$ cat src/rtl/fetch_stall_ctrl_if.sv
// Fetch/decode boundary bundle: hazard and redirect requests in, fetch PC,
// F->D register and statistics out.
interface fetch_stall_ctrl_if;
    logic        stall;
    logic        redirect_valid;
    logic [31:0] redirect_pc;
    logic [31:0] inst_f;
    logic [31:0] pc_f;
    logic [31:0] inst_d;
    logic [31:0] pc_d;
    logic        valid_d;
    logic        stall_active;
    logic [31:0] stall_cycles;
    logic [31:0] flush_count;
    logic        wdog_err;

    modport master (
        output stall, redirect_valid, redirect_pc, inst_f,
        input  pc_f, inst_d, pc_d, valid_d, stall_active,
        input  stall_cycles, flush_count, wdog_err
    );

    modport slave (
        input  stall, redirect_valid, redirect_pc, inst_f,
        output pc_f, inst_d, pc_d, valid_d, stall_active,
        output stall_cycles, flush_count, wdog_err
    );
endinterface

$ cat src/rtl/fetch_stall_ctrl.sv
// Fetch PC and F->D pipeline register with stall hold, redirect flush,
// bubble injection, saturating statistics and a stuck-stall watchdog.
module fetch_stall_ctrl #(
    parameter logic [31:0] RESET_PC  = 32'h0100_0000,
    parameter logic [31:0] NOP_INST  = 32'h0000_0013,
    parameter int          MAX_STALL = 16,
    parameter logic [31:0] PC_STEP   = 32'd4
) (
    input  logic              clock,
    input  logic              reset,
    fetch_stall_ctrl_if.slave bus
);
    localparam int             RL_W   = $clog2(MAX_STALL + 2);
    localparam logic [RL_W-1:0] RL_MAX = RL_W'(MAX_STALL + 1);
    localparam logic [RL_W-1:0] RL_TRIP = RL_W'(MAX_STALL - 1);

    typedef enum logic {RUN, STALL} state_e;

    state_e          state_q, state_d;
    logic [31:0]     pc_f_q, pc_f_d;
    logic [31:0]     inst_d_q, inst_d_d;
    logic [31:0]     pc_d_q, pc_d_d;
    logic            valid_d_q, valid_d_d;
    logic [31:0]     stall_cycles_q, stall_cycles_d;
    logic [31:0]     flush_count_q, flush_count_d;
    logic            wdog_err_q, wdog_err_d;
    logic [RL_W-1:0] run_len_q, run_len_d;

    always_comb begin
        state_d        = state_q;
        pc_f_d         = pc_f_q;
        inst_d_d       = inst_d_q;
        pc_d_d         = pc_d_q;
        valid_d_d      = valid_d_q;
        stall_cycles_d = stall_cycles_q;
        flush_count_d  = flush_count_q;
        wdog_err_d     = wdog_err_q;
        run_len_d      = run_len_q;

        if (bus.redirect_valid) begin
            // Redirect wins over stall; the flushed slot becomes a bubble.
            pc_f_d    = bus.redirect_pc;
            pc_d_d    = pc_f_q;
            inst_d_d  = NOP_INST;
            valid_d_d = 1'b0;
            state_d   = RUN;
            run_len_d = '0;
            if (flush_count_q != 32'hFFFF_FFFF)
                flush_count_d = flush_count_q + 32'd1;
        end else if (bus.stall) begin
            inst_d_d  = NOP_INST;
            valid_d_d = 1'b0;
            state_d   = STALL;
            if (stall_cycles_q != 32'hFFFF_FFFF)
                stall_cycles_d = stall_cycles_q + 32'd1;
            if (run_len_q != RL_MAX)
                run_len_d = run_len_q + 1'b1;
            // Trips on the edge where the run length reaches MAX_STALL.
            if (run_len_q >= RL_TRIP)
                wdog_err_d = 1'b1;
        end else begin
            inst_d_d  = bus.inst_f;
            pc_d_d    = pc_f_q;
            valid_d_d = 1'b1;
            pc_f_d    = pc_f_q + PC_STEP;
            state_d   = RUN;
            run_len_d = '0;
        end
    end

    always_ff @(posedge clock) begin
        if (reset) begin
            state_q        <= RUN;
            pc_f_q         <= RESET_PC;
            inst_d_q       <= NOP_INST;
            pc_d_q         <= RESET_PC;
            valid_d_q      <= 1'b0;
            stall_cycles_q <= '0;
            flush_count_q  <= '0;
            wdog_err_q     <= 1'b0;
            run_len_q      <= '0;
        end else begin
            state_q        <= state_d;
            pc_f_q         <= pc_f_d;
            inst_d_q       <= inst_d_d;
            pc_d_q         <= pc_d_d;
            valid_d_q      <= valid_d_d;
            stall_cycles_q <= stall_cycles_d;
            flush_count_q  <= flush_count_d;
            wdog_err_q     <= wdog_err_d;
            run_len_q      <= run_len_d;
        end
    end

    assign bus.pc_f         = pc_f_q;
    assign bus.inst_d       = inst_d_q;
    assign bus.pc_d         = pc_d_q;
    assign bus.valid_d      = valid_d_q;
    assign bus.stall_active = (state_q == STALL);
    assign bus.stall_cycles = stall_cycles_q;
    assign bus.flush_count  = flush_count_q;
    assign bus.wdog_err     = wdog_err_q;
endmodule

$ cat src/flat_wrapper.sv
// flat-port wrapper written by rule: the top's interface ports become plain ports
module fetch_stall_ctrl_flat 
#(
    parameter logic [31:0] RESET_PC  = 32'h0100_0000,
    parameter logic [31:0] NOP_INST  = 32'h0000_0013,
    parameter int          MAX_STALL = 16,
    parameter logic [31:0] PC_STEP   = 32'd4
)
  (clock, reset, bus_stall, bus_redirect_valid, bus_redirect_pc, bus_inst_f, bus_pc_f, bus_inst_d, bus_pc_d, bus_valid_d, bus_stall_active, bus_stall_cycles, bus_flush_count, bus_wdog_err);
  fetch_stall_ctrl_if bus_i ();
  input  logic clock;
  input  logic reset;
  input wire logic [$bits(bus_i.stall)-1:0] bus_stall;
  input wire logic [$bits(bus_i.redirect_valid)-1:0] bus_redirect_valid;
  input wire logic [$bits(bus_i.redirect_pc)-1:0] bus_redirect_pc;
  input wire logic [$bits(bus_i.inst_f)-1:0] bus_inst_f;
  output wire logic [$bits(bus_i.pc_f)-1:0] bus_pc_f;
  output wire logic [$bits(bus_i.inst_d)-1:0] bus_inst_d;
  output wire logic [$bits(bus_i.pc_d)-1:0] bus_pc_d;
  output wire logic [$bits(bus_i.valid_d)-1:0] bus_valid_d;
  output wire logic [$bits(bus_i.stall_active)-1:0] bus_stall_active;
  output wire logic [$bits(bus_i.stall_cycles)-1:0] bus_stall_cycles;
  output wire logic [$bits(bus_i.flush_count)-1:0] bus_flush_count;
  output wire logic [$bits(bus_i.wdog_err)-1:0] bus_wdog_err;
  assign bus_i.stall = bus_stall;
  assign bus_i.redirect_valid = bus_redirect_valid;
  assign bus_i.redirect_pc = bus_redirect_pc;
  assign bus_i.inst_f = bus_inst_f;
  assign bus_pc_f = bus_i.pc_f;
  assign bus_inst_d = bus_i.inst_d;
  assign bus_pc_d = bus_i.pc_d;
  assign bus_valid_d = bus_i.valid_d;
  assign bus_stall_active = bus_i.stall_active;
  assign bus_stall_cycles = bus_i.stall_cycles;
  assign bus_flush_count = bus_i.flush_count;
  assign bus_wdog_err = bus_i.wdog_err;
  fetch_stall_ctrl #(.RESET_PC(RESET_PC), .NOP_INST(NOP_INST), .MAX_STALL(MAX_STALL), .PC_STEP(PC_STEP)) u_core (.clock(clock), .reset(reset), .bus(bus_i));
endmodule
$ cat config.mk
export PLATFORM = sky130hd
export DESIGN_NAME = fetch_stall_ctrl_flat
export DESIGN_NICKNAME = d
export VERILOG_FILES = /design/src/rtl/fetch_stall_ctrl_if.sv /design/src/rtl/fetch_stall_ctrl.sv /design/src/flat_wrapper.sv
export SDC_FILE = /design/constraint.sdc
export NUM_CORES = 1
export LEC_CHECK = 0
export ABC_AREA = 1
export CAP_MARGIN = 10
export CORE_MARGIN = 2
export CORE_UTILIZATION = 45
export CTS_CLUSTER_DIAMETER = 50
export DETAILED_ROUTE_END_ITERATION = 8
export PLACE_DENSITY = 0.89
export SYNTH_ARGS = -nofsm -noshare
export SYNTH_HDL_FRONTEND = slang
export SYNTH_SLANG_ARGS = --single-unit
$ cat constraint.sdc
create_clock -name clock -period 1.97 [get_ports clock]
set_clock_uncertainty 0.15 [all_clocks]
set_input_delay 0.394 -clock clock [delete_from_list [all_inputs] [get_ports clock]]
set_output_delay 0.394 -clock clock [all_outputs]
set_load 0.05 [all_outputs]
==> results of run 1 <==
flip-flops by register name, summed over array words and instances, names as in the netlist:
register,flops
u_core.bus.inst_d,32
u_core.bus.pc_d,32
u_core.bus.pc_f,32
u_core.bus.stall_cycles,32
u_core.bus.valid_d,1
u_core.bus.flush_count,32
u_core.run_len_q,5
u_core.bus.wdog_err,1
u_core.bus.stall_active,1
power groups by stage:
stage,sequential (mW),combinational [mW],clock [mW]
6_report,3.64,1.34,3.25
5_1_grt,3.66,1.42,3.46
3_5_place_dp,3.71,1.33,0
4_1_cts,3.64,1.33,3.30
3_3_place_gp,3.71,1.31,0
2_1_floorplan,4.12,0.369,0
through the flow:
step	std cells	worst slack [ns]	hold WS (ns)	instance area (um^2)	util, %
after floorplan	1340	0.000366	0.323	8890	-
after global placement	1849	-0.0000185	0.293	11500	59.5
after detailed placement	1849	-0.0626	0.325	11500	59.5
after CTS	1880	0.0389	0.108	12100	62.4
after global routing	1881	-0.00709	0.135	12100	62.6
final	1881	0.0846	0.121	12100	62.6
cells by family (layout without fill, tap and decap cells):
family                     Yosys count  after routing  share of synthesized area, %
DFF                                168            168                          38.2
buffers and inverters              176            452                          8.37
xor gates and xnor gates            37             37                          3.68
and+or+nand+nor                    752            752                          35.9
adders and majority gates            6              6                         0.853
AOI/OAI and AO/OA                  201            201                          13.0
cells in the final DEF, fill, tap and decap left out, types with 3 or more instances in the layout:
master and instances:
sky130_fd_sc_hd__nand4_1 15, sky130_fd_sc_hd__xnor2_1 9, sky130_fd_sc_hd__nor3_1 9, sky130_fd_sc_hd__dfxtp_2 53, sky130_fd_sc_hd__clkbuf_16 18, sky130_fd_sc_hd__clkinvlp_4 3, sky130_fd_sc_hd__buf_4 210, sky130_fd_sc_hd__o21ai_0 84
sky130_fd_sc_hd__nand3_1 56, sky130_fd_sc_hd__buf_12 14, sky130_fd_sc_hd__a21oi_1 77, sky130_fd_sc_hd__clkdlybuf4s50_1 66, sky130_fd_sc_hd__nand2_1 377, sky130_fd_sc_hd__xor2_1 28, sky130_fd_sc_hd__ha_1 4, sky130_fd_sc_hd__a211oi_1 5
sky130_fd_sc_hd__nand2_2 32, sky130_fd_sc_hd__o211ai_1 3, sky130_fd_sc_hd__inv_1 123, sky130_fd_sc_hd__a21oi_2 30, sky130_fd_sc_hd__nor2_8 3, sky130_fd_sc_hd__nand2_4 7, sky130_fd_sc_hd__dfxtp_1 111, sky130_fd_sc_hd__dfxtp_4 4
sky130_fd_sc_hd__inv_2 7, sky130_fd_sc_hd__inv_6 5, sky130_fd_sc_hd__nor2_1 234, sky130_fd_sc_hd__nor2_2 9
worst max path at each step:
stage / startpoint / end
final: u_core.bus.pc_f[7] / u_core.bus.pc_f[24]
after global routing: u_core.bus.stall_cycles[9] / u_core.bus.stall_cycles[9]
after CTS: u_core.bus.flush_count[0] / u_core.bus.flush_count[15]
after detailed placement: bus_redirect_valid / u_core.bus.flush_count[15]
after global placement: bus_redirect_valid / u_core.bus.flush_count[23]
after floorplan: u_core.bus.stall_cycles[18] / u_core.bus.stall_cycles[28]
layout make-up:
cell class              instances  area [um^2]
clock inverters                12          106
multi-input cells             996         4760
well taps                     265          332
inverters                     130          488
fillers                      1728         7230
repair buffers                291         2520
flip-flops and latches        168         3440
clock buffers                  19          454
routing by layer:
layer  vias up  GRT usage, %  wire, um
met5         -             0         0
met1      4408          32.2     11200
met4         0          10.1       760
met3        70          5.66      2160
li1       4738             -         -
met2       424          43.3     13000
critical path, cell delays in order, from the launching register on:
cell	delay, ns
sky130_fd_sc_hd__dfxtp_1	0.51
sky130_fd_sc_hd__nand2_1	0.18
sky130_fd_sc_hd__nor2_1	0.24
sky130_fd_sc_hd__nand3b_1	0.16
sky130_fd_sc_hd__nor2_2	0.21
sky130_fd_sc_hd__nand2_1	0.09
sky130_fd_sc_hd__nand2_1	0.08
sky130_fd_sc_hd__nand3_1	0.07
sky130_fd_sc_hd__nand2_1	0.07
sky130_fd_sc_hd__nand2_1	0.04
timing repair:
action,CTS,global route
endpoints found under the setup margin,0,60
buffers inserted,0,1
hold buffers,0,0
gates resized for setup,0,12
cells in the mapped netlist (all sizes together):
library cell / instances / area [um^2]
xnor2: 9 / 78.8
o21ai: 84 / 420
nor4b: 1 / 8.76
nand3b: 2 / 15.0
nand2: 416 / 1690
nand4: 15 / 93.8
a21oi: 107 / 648
o211ai: 3 / 22.5
a31oi: 1 / 6.26
clkbuf: 31 / 116
nor2: 248 / 997
nand3: 57 / 285
o221ai: 1 / 8.76
a211oi: 5 / 37.5
xor2: 28 / 245
dfxtp: 168 / 3360
inv: 130 / 488
ha: 6 / 75.1
nor3: 10 / 50.1
or2: 3 / 18.8
buf: 15 / 133
==> results.toml, run 1 <==
[run_status]
result_of_the_run = "finished, final reports clean"

[synth]
register_area_share_after_synthesis_pct = 38.2
synth-warning-count = 0
post_synth_inst_count = 1340
synth_seq_cells = 168
synth_area_mm2 = 0.00880
avgSynthCellArea_um2 = 6.57
netlist-cell-type-count = 33
mappedNetlistNets = 1414

[hold_path]
timing.hold.worst.class = "in2reg"
min-delay-start = "reset"
worstHoldEndpoint = "u_core.bus.valid_d"
hold_path_depth = 2

[power_and_ir_drop]
power.share.sequential_pct = 44.3
p_per_area_mw_per_mm2 = 679
intPower_mw = 5.72
leakagePower_nw = 5.07
comb_power_share_pct = 16.2
clockPowerShare_pct = 39.5
switching_power_share_of_the_total_pct = 30.5
power.switching_mw = 2.51
total_power_mw = 8.23
vdd_drop_max_mv = 0.612

[routing]
totalWireLength_um = 27200
post_drt_via_cell_ratio = 5.12
dr.first_iter.drc_count = 742
detail_route.first_pass.iterations = 6
num_vias = 9640
final_ant_viol_nets = 0
post-route-drc-count = 0
avgRoutedWirePerCell_um = 14.4

[cells_and_area]
area_growth_syn_to_layout_pct = 37.6
n_antenna_cell = 0
final_layout_size_suffix_gt1_share_pct = 25.2
finalNetCount = 1678

[sta]
setup_viol_count_final = 0
period_needed_ns = 1.89
worst_pin_slew_ns = 0.359
total_count_of_max_transition_violations_in_the_final_report = 0
timing.final.crit_share_pct = 95.7
setup_tns_ns = 0
slew-limit-headroom_pct = 76.1
hold_violations = 0
fmaxAchievable_mhz = 530

[critical_path]
timing.rr.start = "u_core.bus.pc_f[7]"
flop2flop_setup_slack_ns = 0.08
endpoint_kind = "flip-flop"
arrival_ns = 2.06
r2r_end = "u_core.bus.pc_f[24]"
cells_on_worst_reg2reg_path = 9
crit_path_start_kind = "flip-flop"
worst_ep_required_time_ns = 2.15
timing_worst_setup_path_type = "reg2reg"
path_max_fanout = 6

[flow_run]
drv.max_cap_violation_count = 0

[global_route]
global_route_wire_length_before_repair_um = 42800
grt_usage_pct = 25.8
number_of_antenna_violations_at_the_first_check_in_global_routing = 0
largest_net_degree_at_the_start_of_global_routing = 56
grt_overflow = 0
grt_pass1_vias = 8922

[cts]
path_clk_slew_ns = 0.07
tritoncts_clock_tree = "built"
clk_root_buffer_cell = "sky130_fd_sc_hd__clkbuf_16"
worst_skew_pair.late_latency_ns = 0.43
cts_max_level = 4
clk_path_buf_depth = 2
cts-buffers-inserted = 17
numClockSinks = 168

[floorplanning]
fp.coreArea_mm2 = 0.0193
floorplan.die_area_mm2 = 0.0207
floorplan.rows = 51
floorplan.initialDensity_pct = 45.5
die_x_um = 144
die_height_um = 144
pin_count = 231

[placed_design]
portBuffers = 230
gp_congestion = 0.982
dp_hpwl_um = 20300
Note: power is estimated with default switching activity, not from simulation.
==> run 2: changes to the inputs <==
--- a/config.mk
+++ b/config.mk
@@ -6,12 +6,12 @@
 export NUM_CORES = 1
 export LEC_CHECK = 0
 export ABC_AREA = 1
-export CAP_MARGIN = 10
 export CORE_MARGIN = 2
-export CORE_UTILIZATION = 45
+export CORE_UTILIZATION = 48
+export CTS_BUF_LIST = sky130_fd_sc_hd__clkbuf_8
 export CTS_CLUSTER_DIAMETER = 50
 export DETAILED_ROUTE_END_ITERATION = 8
-export PLACE_DENSITY = 0.89
+export PLACE_DENSITY = 0.9
 export SYNTH_ARGS = -nofsm -noshare
 export SYNTH_HDL_FRONTEND = slang
 export SYNTH_SLANG_ARGS = --single-unit
==> constraint.sdc (replaced) <==
create_clock -name clock -period 2.4 [get_ports clock]
set_clock_uncertainty 0.15 [all_clocks]
set_input_delay 0.48 -clock clock [delete_from_list [all_inputs] [get_ports clock]]
set_output_delay 0.48 -clock clock [all_outputs]
set_load 0.05 [all_outputs]
==> results.toml, run 2 (synthesis results as in run 1) <==
[routing]
avgRoutedWirePerCell_um = 14.9
post-route-drc-count = 0
post_drt_via_cell_ratio = 5.22
totalWireLength_um = 27100
detail_route.first_pass.iterations = 5
dr.first_iter.drc_count = 769
final_ant_viol_nets = 0
num_vias = 9511

[global_route]
grt_overflow = 0
grt_pass1_vias = 9014
largest_net_degree_at_the_start_of_global_routing = 45
number_of_antenna_violations_at_the_first_check_in_global_routing = 0
global_route_wire_length_before_repair_um = 43900
grt_usage_pct = 27.3

[placed_design]
placement.setup.worst_slack_ns = 0.169
dp_hpwl_um = 20400
gp_congestion = 0.989
portBuffers = 230

[floorplanning]
fp.coreArea_mm2 = 0.0180
die_x_um = 139
floorplan.die_area_mm2 = 0.0194
die_height_um = 139
floorplan.initialDensity_pct = 49.0
floorplan.rows = 49
pin_count = 231

[critical_path]
timing_worst_setup_path_type = "reg2out"
cp_cell_sequence = "clkdlybuf4s50_1"
cp.buffers_inverters = 1
path_max_fanout = 5
critical-path-slowest-cell = "sky130_fd_sc_hd__clkdlybuf4s50_1"
endpoint_kind = "output port"
crit_path_start_kind = "flip-flop"
worst_ep_required_time_ns = 1.77
arrival_ns = 1.72
cp_slowest_stage_delay_ns = 0.83
flop2flop_setup_slack_ns = 0.24
critical_path.top_delay_family = "buffers and inverters"

[flow_run]
drv.max_cap_violation_count = 0

[sta]
setup_viol_count_final = 0
period_needed_ns = 2.35
total_count_of_max_transition_violations_in_the_final_report = 0
worst_pin_slew_ns = 0.604
timing.final.crit_share_pct = 98.0
slew-limit-headroom_pct = 59.6
setup_ws_ns = 0.0480
hold_violations = 0
fmaxAchievable_mhz = 425

[cts]
cts-buffers-inserted = 17
clk_root_buffer_cell = "sky130_fd_sc_hd__clkbuf_8"
tritoncts_clock_tree = "built"
numClockSinks = 168
clk_path_buf_depth = 2
worst_skew_pair.late_latency_ns = 0.47
cts_max_level = 4
path_clk_slew_ns = 0.10

[cells_and_area]
finalNetCount = 1653
n_antenna_cell = 0
mostFrequentLayoutCell = "sky130_fd_sc_hd__nand2_1"
top_library_cells_by_usage_in_the_layout_fill_and_taps_aside = "sky130_fd_sc_hd__nand2_1, sky130_fd_sc_hd__nor2_1, sky130_fd_sc_hd__dfxtp_1"
area_growth_syn_to_layout_pct = 34.0
final_layout_size_suffix_gt1_share_pct = 9.74

[power_and_ir_drop]
total_power_mw = 6.07
p_per_area_mw_per_mm2 = 515
leakagePower_nw = 5.06
vdd_drop_max_mv = 0.400

[hold_path]
timing.hold.worst.class = "in2reg"

[run_status]
result_of_the_run = "finished, final reports clean"
run 2: per-layer routing:
metal | share of wire (%) | global-route usage [%] | routed length [um] | vias to the layer above
li1 | - | - | - | 4691
met4 | 3.0 | 10.7 | 822 | 0
met2 | 46 | 45.0 | 12500 | 445
met3 | 8.6 | 7.02 | 2340 | 64
met5 | 0 | 0 | 0 | -
met1 | 42 | 34.4 | 11400 | 4311
run 2: layout make-up:
| cell class | count | area (um^2) |
|---|---|---|
| multi-input cells | 996 | 4700 |
| fillers | 1511 | 6170 |
| well taps | 229 | 287 |
| inverters | 130 | 488 |
| flip-flops and latches | 168 | 3360 |
| repair buffers | 266 | 2570 |
| clock buffers | 17 | 234 |
| clock inverters | 15 | 153 |
run 2: worst paths after layout:
kind	startpoint	endpoint	cells after the start
hold reg to reg	u_core.bus.wdog_err	u_core.bus.wdog_err	2
setup / recovery	u_core.bus.stall_cycles[5]	bus_stall_cycles[5]	1
hold / removal	reset	u_core.bus.valid_d	2
setup reg to reg	u_core.bus.pc_f[2]	u_core.bus.pc_f[24]	10
run 2: report_power, final:
part	internal, mW	switching, mW
logic	0.373	0.709
registers	2.89	0.0949
clock network	0.781	1.23
total	4.04	2.03
run 2: what timing repair did:
| action | in CTS | in global routing |
|---|---|---|
| resized for setup | 63 | 17 |
| gates cloned | 0 | 0 |
| buffers inserted | 0 | 0 |
| hold buffers | 0 | 0 |
| setup endpoints to repair | 63 | 17 |
run 2: through the flow:
stage	cell area [um^2]	setup TNS, ns	utilization [%]	hold slack, ns	instances
2_1_floorplan	8800	0	-	0.323	1340
3_3_place_gp	11400	0	63.7	0.294	1789
3_5_place_dp	11400	0	63.7	0.311	1789
4_1_cts	11800	0	65.4	0.128	1821
5_1_grt	11800	-0.000966	65.7	0.138	1821
6_report	11800	0	65.7	0.156	1821
